<file path="config.mk">
export PLATFORM = sky130hd
export DESIGN_NAME = seq_divider_4bits
export DESIGN_NICKNAME = d
export VERILOG_FILES = /design/src/rtl/seq_divider_4bits_pkg.sv /design/src/rtl/seq_divider_4bits_sub.sv /design/src/rtl/seq_divider_4bits.sv
export SDC_FILE = /design/constraint.sdc
export NUM_CORES = 1
export LEC_CHECK = 0
export BUFFER_PORTS_ARGS = -buffer_cell sky130_fd_sc_hd__buf_2
export CORE_MARGIN = 10
export CORE_UTILIZATION = 40
export CTS_CLUSTER_SIZE = 30
export DETAILED_ROUTE_END_ITERATION = 8
export SYNTH_ARGS = -nofsm -noshare
export SYNTH_HDL_FRONTEND = slang
export SYNTH_SLANG_ARGS = --single-unit
</file>
<file path="constraint.sdc">
create_clock -name clk -period 5.5 [get_ports clk]
set_input_delay 0.275 -clock clk [delete_from_list [all_inputs] [get_ports clk]]
set_output_delay 0.275 -clock clk [all_outputs]
set_load 0.01 [all_outputs]
</file>
<file path="src/rtl/seq_divider_4bits_pkg.sv">
// ---------------------------------------------------------------------------
// seq_divider_4bits_pkg
//   Shared definitions for the sequential restoring divider:
//     - WIDTH_DEF : default operand/result width
//     - state_e   : controller state encoding (IDLE, RUN, DONE)
//     - cnt_width : width of the iteration counter for a given operand width
// ---------------------------------------------------------------------------
package seq_divider_4bits_pkg;

  localparam int WIDTH_DEF = 4;

  typedef enum logic [1:0] {
    ST_IDLE = 2'd0,
    ST_RUN  = 2'd1,
    ST_DONE = 2'd2
  } state_e;

  // The counter runs 0..width-1, so it needs clog2(width) bits (at least 1).
  function automatic int cnt_width(input int width);
    int w;
    w = $clog2(width);
    if (w < 1) begin
      w = 1;
    end
    return w;
  endfunction

  localparam int CNT_W_DEF = cnt_width(WIDTH_DEF);

endpackage : seq_divider_4bits_pkg

</file>
<file path="src/rtl/seq_divider_4bits_sub.sv">
// ---------------------------------------------------------------------------
// sub_nbits
//   N-bit ripple subtractor built as a + ~b + 1.
//   Ports:
//     a_i      : minuend
//     b_i      : subtrahend
//     diff_o   : a_i - b_i modulo 2^N
//     borrow_o : 1 when a_i < b_i (inverted carry out of the adder chain)
// ---------------------------------------------------------------------------
module sub_nbits #(
  parameter int N = 5
) (
  input  logic [N-1:0] a_i,
  input  logic [N-1:0] b_i,
  output logic [N-1:0] diff_o,
  output logic         borrow_o
);

  logic [N:0]   carry;
  logic [N-1:0] b_inv;

  assign b_inv    = ~b_i;
  assign carry[0] = 1'b1;

  for (genvar i = 0; i < N; i++) begin : g_fa
    assign diff_o[i]  = a_i[i] ^ b_inv[i] ^ carry[i];
    assign carry[i+1] = (a_i[i] & b_inv[i]) | (carry[i] & (a_i[i] ^ b_inv[i]));
  end

  // No carry out of a + ~b + 1 means the subtraction wrapped: a < b.
  assign borrow_o = ~carry[N];

endmodule : sub_nbits

</file>
<file path="src/rtl/seq_divider_4bits.sv">
// ---------------------------------------------------------------------------
// seq_divider_4bits
//   Unsigned restoring shift-subtract divider, one quotient bit per clock.
//   A division accepted at edge E0 finishes at edge E(WIDTH); a zero divisor
//   finishes at E1 with quotient all-ones and remainder = dividend.
//   Ports:
//     clk         : clock, all state changes on the rising edge
//     rst         : synchronous active-high reset
//     start       : request a division (taken in IDLE or DONE only)
//     dividend    : numerator, latched on acceptance
//     divisor     : denominator, latched on acceptance
//     quotient    : result of the last completed division
//     remainder   : remainder of the last completed division
//     busy        : high while iterating (RUN)
//     done        : one-cycle pulse when quotient/remainder update
//     div_by_zero : last completed division had a zero divisor
// ---------------------------------------------------------------------------
module seq_divider_4bits
  import seq_divider_4bits_pkg::*;
#(
  parameter int WIDTH = WIDTH_DEF
) (
  input  logic             clk,
  input  logic             rst,
  input  logic             start,
  input  logic [WIDTH-1:0] dividend,
  input  logic [WIDTH-1:0] divisor,
  output logic [WIDTH-1:0] quotient,
  output logic [WIDTH-1:0] remainder,
  output logic             busy,
  output logic             done,
  output logic             div_by_zero
);

  localparam int                 CNT_W     = cnt_width(WIDTH);
  localparam logic [CNT_W-1:0]   LAST_ITER = CNT_W'(WIDTH - 1);

  // Controller state
  state_e           state_q;
  logic [CNT_W-1:0] cnt_q;
  logic             zpend_q;   // zero-divisor completion scheduled for next edge

  // Datapath state
  logic [WIDTH:0]   prem_q;    // partial remainder, one guard bit wide
  logic [WIDTH-1:0] dvd_q;     // dividend, shifted out MSB-first
  logic [WIDTH-1:0] dsr_q;     // latched divisor
  logic [WIDTH-1:0] qacc_q;    // quotient bits collected so far

  // Registered outputs
  logic [WIDTH-1:0] quot_q;
  logic [WIDTH-1:0] rem_q;
  logic             busy_q;
  logic             done_q;
  logic             dbz_q;

  // Next-iteration datapath values
  logic [WIDTH:0]   shift_d;
  logic [WIDTH:0]   diff_d;
  logic             borrow_d;
  logic             qbit_d;
  logic [WIDTH:0]   prem_d;
  logic [WIDTH-1:0] qacc_d;
  logic             accept_d;

  // Shift the partial remainder left and bring in the next dividend bit.
  assign shift_d = {prem_q[WIDTH-1:0], dvd_q[WIDTH-1]};

  sub_nbits #(
    .N (WIDTH + 1)
  ) u_sub (
    .a_i      (shift_d),
    .b_i      ({1'b0, dsr_q}),
    .diff_o   (diff_d),
    .borrow_o (borrow_d)
  );

  // Borrow means the trial subtraction went negative: restore (keep shift_d).
  assign qbit_d = ~borrow_d;
  assign prem_d = borrow_d ? shift_d : diff_d;
  assign qacc_d = {qacc_q[WIDTH-2:0], qbit_d};

  // A request is taken in IDLE (unless a zero-divisor result is pending)
  // and in DONE, which gives back-to-back operation.
  assign accept_d = start &&
                    (((state_q == ST_IDLE) && !zpend_q) || (state_q == ST_DONE));

  always_ff @(posedge clk) begin
    if (rst) begin
      state_q <= ST_IDLE;
      cnt_q   <= '0;
      zpend_q <= 1'b0;
      prem_q  <= '0;
      dvd_q   <= '0;
      dsr_q   <= '0;
      qacc_q  <= '0;
      quot_q  <= '0;
      rem_q   <= '0;
      busy_q  <= 1'b0;
      done_q  <= 1'b0;
      dbz_q   <= 1'b0;
    end else begin
      done_q <= 1'b0;
      if (accept_d) begin
        dvd_q  <= dividend;
        dsr_q  <= divisor;
        cnt_q  <= '0;
        prem_q <= '0;
        qacc_q <= '0;
        if (divisor == '0) begin
          // Result is produced on the following edge without iterating.
          zpend_q <= 1'b1;
          state_q <= ST_IDLE;
        end else begin
          busy_q  <= 1'b1;
          state_q <= ST_RUN;
        end
      end else begin
        case (state_q)
          ST_IDLE: begin
            if (zpend_q) begin
              quot_q  <= '1;
              rem_q   <= dvd_q;
              dbz_q   <= 1'b1;
              done_q  <= 1'b1;
              zpend_q <= 1'b0;
              state_q <= ST_DONE;
            end
          end
          ST_RUN: begin
            prem_q <= prem_d;
            dvd_q  <= dvd_q << 1;
            qacc_q <= qacc_d;
            cnt_q  <= cnt_q + 1'b1;
            if (cnt_q == LAST_ITER) begin
              quot_q  <= qacc_d;
              rem_q   <= prem_d[WIDTH-1:0];
              dbz_q   <= 1'b0;
              done_q  <= 1'b1;
              busy_q  <= 1'b0;
              state_q <= ST_DONE;
            end
          end
          ST_DONE: begin
            state_q <= ST_IDLE;
          end
          default: begin
            state_q <= ST_IDLE;
          end
        endcase
      end
    end
  end

  assign quotient    = quot_q;
  assign remainder   = rem_q;
  assign busy        = busy_q;
  assign done        = done_q;
  assign div_by_zero = dbz_q;

endmodule : seq_divider_4bits

</file>
==> After elaboration in Yosys (flattened, before gate mapping) <==
Cells that the tools add are included.
{ "totals": {"ff_bits": 31, "inputBits": 11, "output_inout_bits": 11, "word_cells": 88} }
{ "op_classes": {"add_sub_neg": 1, "eq_ne": 9, "n_mux": 26, "bitwise": 25, "reduce_logical": 15} }
{ "ops": {"columns": ["cell", "n"], "rows": [
  ["$mux 4", 7],
  ["$pmux 4 s2", 2],
  ["$mux 1", 11],
  ["$and 1x1->1", 9],
  ["$reduce_bool 2->1", 4],
  ["$xor 1x1->1", 8],
  ["$mux 2", 3],
  ["$ne 2x2->1 const B", 3],
  ["$ne 3x3->1 const B", 2],
  ["$not 4->5", 1],
  ["$or 1x1->1", 5],
  ["$eq 2x2->1 const B", 2],
  ["$logic_not 4->1", 1],
  ["$pmux 1 s2", 2],
  ["$pmux 2 s2", 1],
  ["$reduce_and 2->1", 2],
  ["$reduce_and 4->1", 1],
  ["$reduce_and 3->1", 1],
  ["$add 2x1->2 const B", 1],
  ["$eq 2x1->1 const B", 1],
  ["$logic_and 1x1->1", 2],
  ["$logic_not 2->1", 1],
  ["$ne 2x1->1 const B", 1],
  ["$not 1->1", 2],
  ["other kinds (3)", 3]
]} }

==> Longest topological paths before layout <==
Gate-level depths: netlist of run 1.
{ "depth": {"depth_word": 14, "depth_mapped": 11, "mapped_depth_nobuf": 11} }

==> Cells and area by module <==
From an unflattened synthesis of run 1, not the netlist that was laid out.
{ "hier_totals": {"cells_unflattened": 169, "area_unflattened_um2": 1496.4} }
{ "modules_own_cells": {"columns": ["module", "n_inst", "cells_per_inst", "area_per_inst_um2", "seq_area_each_um2"], "rows": [
  ["seq_divider_4bits", 1, 153, 1362.6, 620.6],
  ["sub_nbits", 1, 16, 133.9, 0.0]
]} }

==> Worst setup path after synthesis of run 1 <==
OpenSTA, ideal clock, no wires.
{ "synth_timing": {"path_kind": "register to register", "from": "reg dvd_q[3]", "to": "reg rem_q[3], in the netlist remainder[3]", "setup_ns": 0.135, "arrival_ns": 2.122, "required_ns": 5.365, "path_slack_ns": 3.244, "path_stages_with_launch": 12, "path_buffers": 0, "synth_period_minus_slack_ns": 2.256, "cell_sequence": "dfxtp_1 inv_1 ha_1 inv_1 fa_1 inv_1 fa_1 inv_1 fa_1 o21a_1 a211oi_1 o32ai_1"} }
{ "synth_via": {"elab_chain_len": 13, "word_cells_on_any_way": 16, "classes_between": "mux: 4; bitwise: 12"} }
{ "synth_lines": {"columns": ["element", "line", "source"], "rows": [
  ["start, declared", "seq_divider_4bits.sv:45", "logic [WIDTH-1:0] dvd_q;"],
  ["start signal, assigned", "seq_divider_4bits.sv:104", "dvd_q <= dividend;"],
  ["start signal, assigned", "seq_divider_4bits.sv:131", "dvd_q <= dvd_q << 1;"],
  ["$and 1x1->1 or $xor 1x1->1 (tied branches)", "seq_divider_4bits_sub.sv:27", "assign carry[i+1] = (a_i[i] & b_inv[i]) | (carry[i] & (a_i[i] ^ b_inv[i]));"],
  ["$or 1x1->1", "seq_divider_4bits_sub.sv:27", null],
  ["$and 1x1->1", "seq_divider_4bits_sub.sv:27", null],
  ["$or 1x1->1", "seq_divider_4bits_sub.sv:27", null],
  ["$and 1x1->1", "seq_divider_4bits_sub.sv:27", null],
  ["$or 1x1->1", "seq_divider_4bits_sub.sv:27", null],
  ["$and 1x1->1", "seq_divider_4bits_sub.sv:27", null],
  ["$or 1x1->1", "seq_divider_4bits_sub.sv:27", null],
  ["$and 1x1->1", "seq_divider_4bits_sub.sv:27", null],
  ["$or 1x1->1", "seq_divider_4bits_sub.sv:27", null],
  ["$mux 4", "seq_divider_4bits.sv:79", "assign prem_d = borrow_d ? shift_d : diff_d;"],
  ["$mux 4", "seq_divider_4bits.sv:134", "if (cnt_q == LAST_ITER) begin"],
  ["$pmux 4 s2 *", "seq_divider_4bits.sv:118", "case (state_q)"],
  ["end signal, assigned", "seq_divider_4bits.sv:122", "rem_q <= dvd_q;"],
  ["end signal, assigned", "seq_divider_4bits.sv:136", "rem_q <= prem_d[WIDTH-1:0];"],
  ["end, declared", "seq_divider_4bits.sv:51", "logic [WIDTH-1:0] rem_q;"]
]} }
Mark *: on every way between the ends. The rest lies on a longest branch, timed or not. The select of a mux whose other input is x is not followed.
A chain may end at the register's enable or synchronous reset.

==> Final worst setup path of run 1 <==
Ends and elaborated chain as after synthesis.

==> results of run 1 <==
## cell type report
type,instances,area (µm²)
clock buffer,6,82.6
clock inverter,1,5.00
fill,341,1810
inverter,12,45.0
multi-input combinational,113,714
sequential,31,621
tap,46,57.6
timing repair buffer,21,105
## path summary, 6_finish.rpt
check                               to  cells past startpoint  slack [ps]             startpoint
max          remainder[3]$_SDFFE_PP0P_                     11        3050  dvd_q[3]$_SDFFE_PP0P_
min              dvd_q[0]$_SDFFE_PP0P_                      3         240            dividend[0]
max reg2reg  remainder[3]$_SDFFE_PP0P_                     11        3050  dvd_q[3]$_SDFFE_PP0P_
min reg2reg      cnt_q[1]$_SDFFE_PP0P_                      2         470  cnt_q[1]$_SDFFE_PP0P_
## metal layers
| metal | global-route usage [%] | routed length [µm] | vias up |
|---|---|---|---|
| li1 | - | - | 628 |
| met1 | 13.5 | 1440 | 601 |
| met2 | 18.6 | 1750 | 30 |
| met3 | 3.79 | 202 | 5 |
| met4 | 3.70 | 48 | 0 |
| met5 | 0 | 0 | - |
## logic make-up after synthesis
family | count (synthesis) | synth area share [%]
AOI/OAI and AO/OA | 56 | 24.7
DFF | 31 | 42.5
adders and majority gates | 5 | 5.83
buffers and inverters | 26 | 8.57
xor gates and xnor gates | 1 | 0.600
muxes | 1 | 1.03
and+or+nand+nor | 50 | 16.8
## sequential cells by signal, indices dropped and copies added, names as in the netlist, 2 cells and up
signal / flops
dvd_q: 4
cnt_q: 2
state_q: 2
quotient: 4
remainder: 4
prem_q: 4
qacc_q: 3
dsr_q: 4
## critical path: stages, from the launching register on
cell and delay, ps:
dfxtp_1 340, inv_1 60, ha_1 130, inv_1 50, fa_1 350, inv_1 70, fa_1 160, inv_1 50
fa_1 480, o21a_1 210, a211oi_1 260, o32ai_1 150
## power breakdown
group	switching, mW	internal, mW
Sequential	0.00954	0.235
Combinational	0.0408	0.0249
Clock	0.0786	0.0979
Total	0.129	0.357
## Yosys cell counts, types with 2 or more instances
library cell | instances | area (µm²)
o21a_1 | 2 | 15.0
fa_1 | 3 | 60.1
clkbuf_1 | 5 | 18.8
inv_1 | 12 | 45.0
nor2_1 | 9 | 33.8
a211oi_1 | 6 | 45.0
nor3_1 | 4 | 20.0
a21oi_1 | 19 | 95.1
buf_2 | 4 | 20.0
o211ai_1 | 3 | 22.5
and3_1 | 2 | 12.5
nand2_1 | 15 | 56.3
ha_1 | 2 | 25.0
a32oi_1 | 3 | 26.3
nor2b_1 | 3 | 18.8
a31oi_1 | 2 | 12.5
nand3_1 | 7 | 35.0
a311oi_1 | 3 | 26.3
nand2b_1 | 3 | 18.8
dfxtp_1 | 31 | 621
o21ai_0 | 12 | 60.1
buf_4 | 4 | 30.0
## metrics by stage
| stage | area, µm² | std cells | total power, mW |
|---|---|---|---|
| global placement | 1540 | 223 | 0.313 |
| global route | 1630 | 230 | 0.511 |
| detailed placement | 1540 | 223 | 0.315 |
| floorplan | 1460 | 170 | 0.300 |
| finish | 1630 | 230 | 0.486 |
| CTS | 1630 | 230 | 0.489 |
==> results.txt, run 1 <==
- Aggregate routed wire length: roughly 3400 µm
* Post-Route Skew: between 3 and 4 ps
- Entering global routing, the biggest net connects 21 pins.
* Die width: 80.4 µm
- Setup repair after global routing left no endpoint under its margin.
- Counting every net in the synthesized netlist gives 186.
- The post-route netlist has roughly 17% of its cells at a drive strength greater than 1.
- After floorplanning, the core was divided into 21 placement rows.
- Number of port buffers: 21
* Element type at the critical path start: register
* CTS tree: yes
* Setup Viol. Count Final: 0
- Pre-CTS setup slack: a little over 3000 ps
- The pre-antenna-repair detailed-routing pass consisted of 4 iterations.
- At the pin with the least slew margin, the transition time is ~810 ps.
* Synth cell types: 38
- Worst-path fanout max: 8
- Yosys mapped a number of flops with a built-in enable equal to 0.
- Mapped Cells: 170
* Prevailing post-synth register cell: dfxtp_1
- The worst path in the final design needs a cycle of 2450 ps, including I/O delays and setup.
- Number of top-level pins: 22
* Type of the worst setup path: reg -> reg
* Final RePlAce weighted congestion: 0.901
- Clock slew seen by the registers of the worst setup and hold paths: 60 ps
- Number of buffers inserted by hold repair at cts: 0
- Final Hold Vio Count: 0
- The synthesized netlist occupies a cell area of 1460 µm².
- H-Tree Depth: 2
- Data arrival time of the worst path: ~2600 ps
- Diodes inserted: 0
* Worst hold path type: in -> reg
- DRC errors left: 0
- STA classifies the critical path endpoint as a register.
- Wire length of the first global-routing pass: ~5900 µm
- Headroom to the max-slew limit came out at 45.8%.
* Number of setup buffers added after CTS: 0
- In the finished design, the share of the clock period the worst path needs comes to approximately 44%.
* Maximum operating frequency: a little over 0.4 GHz
- Max-cap violations in this run came to 0.
- Using the TritonRoute via totals, the vias-per-cell ratio works out to 5.50.
* Final max-slew violation count: 0
- Worst-case hold slack: 245 ps
* Mean Syn Cell Area: between 8 and 9 µm²
- PnR worst setup slack: 3050 ps
- Worst supply voltage drop on vdd: about 0.00011 V
- Measured along the y axis, the die boundary spans between 80 and 90 µm.
- In the final design database the tool counted 200 nets.
- Post-detailed-route wirelength per cell: ~15 µm
* Power per Cell Area: 298 nW/µm²
* Number of global-route vias before repair: around 1.2k
- The share of the Yosys chip area taken by registers is 42.5%.
- Fraction of registers with async set or reset after synthesis: 0%
- After synthesis the netlist holds a flip-flop and latch count of 31.
- Finished Core Util: 47.4%
- Req. time, crit path: 5650 ps
- Count of nets left with antenna violations after detail routing: 0
* Total Die Area: around 6500 µm²
- Std-Cell Core Area: around 3400 µm²
- Leaving out fill and tap cells, the most frequent cells in the layout are 31 x dfxtp_1, 21 x buf_2, 19 x a21oi_1, 15 x nand2_1.
* Starting DRT DRC Count: between 70 and 80
* Syn. warnings: 0
* Initial antenna violation count: 0
* Starting density of the core: 42.4%
- Outcome: complete, no violations
- Total grt overflow: 0
* Clock network latency to the later pin of the worst-skew pair: around 280 ps
* GRT Overall Usage: roughly 11%
* TritonCTS Sinks: 31
* Clock tree root driver cell: clkbuf_8
- In this run the static leakage power is around 0.62 nW.
- Half-perimeter wire length after placement: 2520 µm
- Most frequent standard cell in the layout excluding fill and tap cells: dfxtp_1
- Number of buffers between clock root and the deepest sink: 2
- From synthesis to final layout, the design area changed by 11.7%.
- Post-CTS resize count: 0
- Total clock buffers created by CTS: 5
- Sum Neg Setup Slack: 0 ps
- The final route contains 1264 vias.
Note: power is estimated with default switching activity, not from simulation.
==> run 2: changes to the inputs <==
--- a/config.mk
+++ b/config.mk
@@ -5,6 +5,7 @@
 export SDC_FILE = /design/constraint.sdc
 export NUM_CORES = 1
 export LEC_CHECK = 0
+export ABC_AREA = 1
 export BUFFER_PORTS_ARGS = -buffer_cell sky130_fd_sc_hd__buf_2
 export CORE_MARGIN = 10
 export CORE_UTILIZATION = 40
==> constraint.sdc (replaced) <==
create_clock -name clk -period 2.2 [get_ports clk]
set_input_delay 0.11 -clock clk [delete_from_list [all_inputs] [get_ports clk]]
set_output_delay 0.11 -clock clk [all_outputs]
set_load 0.01 [all_outputs]
==> run 2 against run 1 <==
Compared with the run above: global-route usage is 0.63 points lower; synthesized cell count is 6.5% higher; clock power is 140% higher; register-to-register slack worse by 3000 ps; power grew to 2.6 times the previous value; synthesized area is 8.3% lower; core utilization is 5.1 points higher; highest routed layer unchanged.
==> results.txt, run 2 <==
- Total grt overflow: 0 (unchanged)
- Dominant cell by count in the synthesized netlist: nand2_1
- The initial cell density of the core is 42.8% (+0.38 points).
* Post-detailed-placement cell area: 1490 µm² (-3.5%)
* Most frequent cells after synthesis: 35 x nand2_1, 31 x dfxtp_1, 31 x nor2_1, 20 x inv_1, 18 x o21ai_0
- The worst-case clock skew was 9.54 ps (+5.83 ps).
- The half-perimeter wire length of the detailed placement result is 2290 µm (-9.3%).
* Clock slew seen by the registers of the worst setup and hold paths: 90 ps (+30 ps)
* Type of the worst setup path: reg -> reg
* Synth top area cells: dfxtp_1 46%, nand2_1 9.8%, nor2_1 8.7%, o21ai_0 6.7%, a21oi_1 6.0%
- The largest fanout on the critical path is 5 (-3).
- Worst hold path type: in -> reg
* Starting DRT DRC Count: 67 (-13%)
- The maximum frequency from static timing analysis is 0.456 GHz (+12%).
- The number of global-route vias before repair came to 1162 (-5.4%).
* Outcome: complete, no violations
- The required time reported for the critical path endpoint was 2430 ps (-3220 ps).
- Clock Power Share: 33.4% (-2.9 points)
* Prevailing post-synth register cell: dfxtp_1
- The count of maximum capacitance violations came to 0 (unchanged).
- The critical path starts at dvd_q[3]$_SDFFE_PP0P_.
- The proportion of netlist area held by the largest area contributor is 46.4% (+3.9 points).
* Count of nets left with antenna violations after detail routing: 0 (unchanged)
- Worst supply voltage drop on vdd: 0.000331 V (+210%)
* Shortest clock period the worst path allows after layout: 2190 ps (-256 ps)
- Sum Neg Setup Slack: 0 ps (unchanged)
* Total clock buffers created by CTS: 5 (unchanged)
- Post-synthesis register bit count: 31 (unchanged)
- The data arrival time of the worst path came to 2420 ps (-180 ps).
- The area of the die is 6060 µm² (-6.3%).
* CTS tree: yes
- Total non-filler cell area in the finished layout: 1640 µm² (+0.69%)
- The cell area power density came to 770 nW/µm² (+160%).
* Syn Nets: 197 (+5.9%)
- Clock tree root driver cell: clkbuf_4
- Die boundary height: 77.9 µm (-3.2%)
* Final RePlAce weighted congestion: 0.802 (-11%)
- The pin count of the biggest net entering global routing is 16 (-24%).
* Worst reg-to-reg path cell count: 14 (+3)
* Mean Syn Cell Area: 7.40 µm² (-14%)
- Post-detailed-route wirelength per cell: 12.8 µm (-14%)
* Drt first pass iters: 4 (unchanged)
- Switching power: 0.351 mW (+170%)
- Post-route fraction of the period consumed by the critical path: 99.6% (+55 points)
- The number of clock sinks seen by CTS is 31 (unchanged).
- The slew of the pin with the lowest slew margin was 394 ps (-418 ps).
- Leakage dissipation: 0.740 nW (+18%)
* Area of the mapped netlist: 1340 µm² (-8.3%)
- Logic pwr share: 18.4% (+4.9 points)
- The worst setup path is captured at a register.
* Setup Viol. Count Final: 0 (unchanged)
* Mapped Cells: 181 (+6.5%)
- Fraction of registers with async set or reset after synthesis: 0% (unchanged)
- Net count of the finished layout: 223 (+12%)
- Pre-CTS setup slack: -136 ps (-3180 ps)
- Dominant cell type by area after synthesis: dfxtp_1
- Sequential group share of total power: 48.2% (-2.0 points)
- The post-layout worst setup margin is 8.97 ps (-3040 ps).
* GRT Overall Usage: 10.7% (-0.63 points)
- Launch point of the worst hold path: dividend[0]
- The total vias in the final route came to 1193 (-5.6%).
* Aggregate routed wire length: 3210 µm (-6.6%)
* Worst-case hold slack: 28.3 ps (-217 ps)
- The instance count along the most critical hold path was 3 (unchanged).
* Final Hold Vio Count: 0 (unchanged)
- Clock network latency to the later pin of the worst-skew pair: 330 ps (+50 ps)
- Synth cell types: 18 (-53%)
- Startpoint of the lowest-slack register-to-register path: dvd_q[3]$_SDFFE_PP0P_
- In the layout the commonest cells are 29 x nand2_1, 29 x dfxtp_1, 28 x nor2_1, 21 x buf_2, 18 x o21ai_0.
* DRC errors left: 0 (unchanged)
* Cell-internal power: 0.913 mW (+160%)
* Number of buffers between clock root and the deepest sink: 2 (unchanged)
- The row count is 20 (-4.8%).
* Initial antenna violation count: 0 (unchanged)
- The max-slew violation count was 0 (unchanged).
- The fraction of layout instances using a drive strength above 1 came to 30.4% (+13 points).
- The wire length of the first global-routing pass is 5160 µm (-13%).
* Die width: 77.9 µm (-3.2%)
* Share of the yosys chip area belonging to registers: 46.4% (+3.9 points)
- Element type at the critical path start: register
- The count of H-tree levels built during CTS was 2 (unchanged).
- Number of port buffers: 21 (unchanged)
- Diodes inserted: 0 (unchanged)
* Overall power: 1.26 mW (+160%)
- Switching part of the total power: 27.8% (+1.3 points)
- Area added between synthesis and finish: 22.6%
- Setup repair after global routing missed its margin: yes
- Post-detailed-route via-to-cell ratio: 4.75 (-14%)
- The number of top-level design ports came to 22 (unchanged).
- Max transition margin: 73.7% (+28 points)
- The total number of yosys warnings is 0 (unchanged).
- The number of synthesized flops with an enable pin is 0 (unchanged).
- The standard cell core area was 3130 µm² (-9.1%).
run 2: cell types whose count changed after synthesis, moves of 6 or more:
cell / delta
a211oi_1: -6
nor2_1: +22
nand2_1: +20
inv_1: +8
o21ai_0: +6
run 2: logic make-up after synthesis:
| group | count (synthesis) | share of synthesized area (%) |
|---|---|---|
| AOI/OAI and AO/OA | 34 | 12.7 |
| and+or+nand+nor | 82 | 25.6 |
| adders and majority gates | 5 | 6.36 |
| DFF | 31 | 46.4 |
| xor gates and xnor gates | 1 | 0.654 |
| buffers and inverters | 28 | 8.32 |
run 2: power by group through the flow:
| stage | registers, mW | clock network (mW) | logic (mW) |
|---|---|---|---|
| after global routing | 0.613 | 0.451 | 0.265 |
| after global placement | 0.619 | 0 | 0.186 |
| after CTS | 0.609 | 0.436 | 0.204 |
| after floorplan | 0.618 | 0 | 0.135 |
| final | 0.609 | 0.423 | 0.232 |
| after detailed placement | 0.620 | 0 | 0.188 |
run 2: cell type report:
type | instances | area, µm²
Clock buffer | 6 | 41.3
Clock inverter | 1 | 30.0
Fill cell | 320 | 1490
Inverter | 23 | 86.3
Multi-Input combinational cell | 122 | 678
Sequential cell | 31 | 623
Tap cell | 44 | 55.1
Timing Repair Buffer | 24 | 128
run 2: metal layers:
metal	global-route usage [%]	vias up	wire, µm
met5	0	-	0
met4	6.02	0	60
met3	5.41	5	230
met2	16.0	23	1440
met1	12.1	548	1480
li1	-	617	-
run 2: through the flow:
step,utilization (%),cells
2_1_floorplan,-,181
3_3_place_gp,47.6,243
3_5_place_dp,47.6,243
4_1_cts,50.6,250
5_1_grt,52.5,251
6_report,52.5,251
run 2: final timing paths:
| kind | slack, ps | endpoint |
|---|---|---|
| max reg2reg | 9 | remainder[0]$_SDFFE_PP0P_ |
| max | 9 | remainder[0]$_SDFFE_PP0P_ |
| min reg2reg | 470 | div_by_zero$_SDFFE_PP0P_ |
| min | 30 | dvd_q[0]$_SDFFE_PP0P_ |
run 2: worst max-delay path, stage by stage, from the launching register on:
cell and delay (ps):
dfxtp_2 330, inv_2 70, ha_4 120, inv_2 30, fa_2 350, inv_2 70, fa_2 190, inv_2 40
fa_2 360, nor2_4 170, nand2_2 70, nand3_2 80, nand2_2 70, nor2_2 100, nor2_1 40
run 2: repair_timing:
item                       4_1_cts  5_1_grt
setup endpoints to repair       10       10
resized for setup                9       17
pin swaps                        3       16
hold buffers                     0        0
setup buffers                    0        1
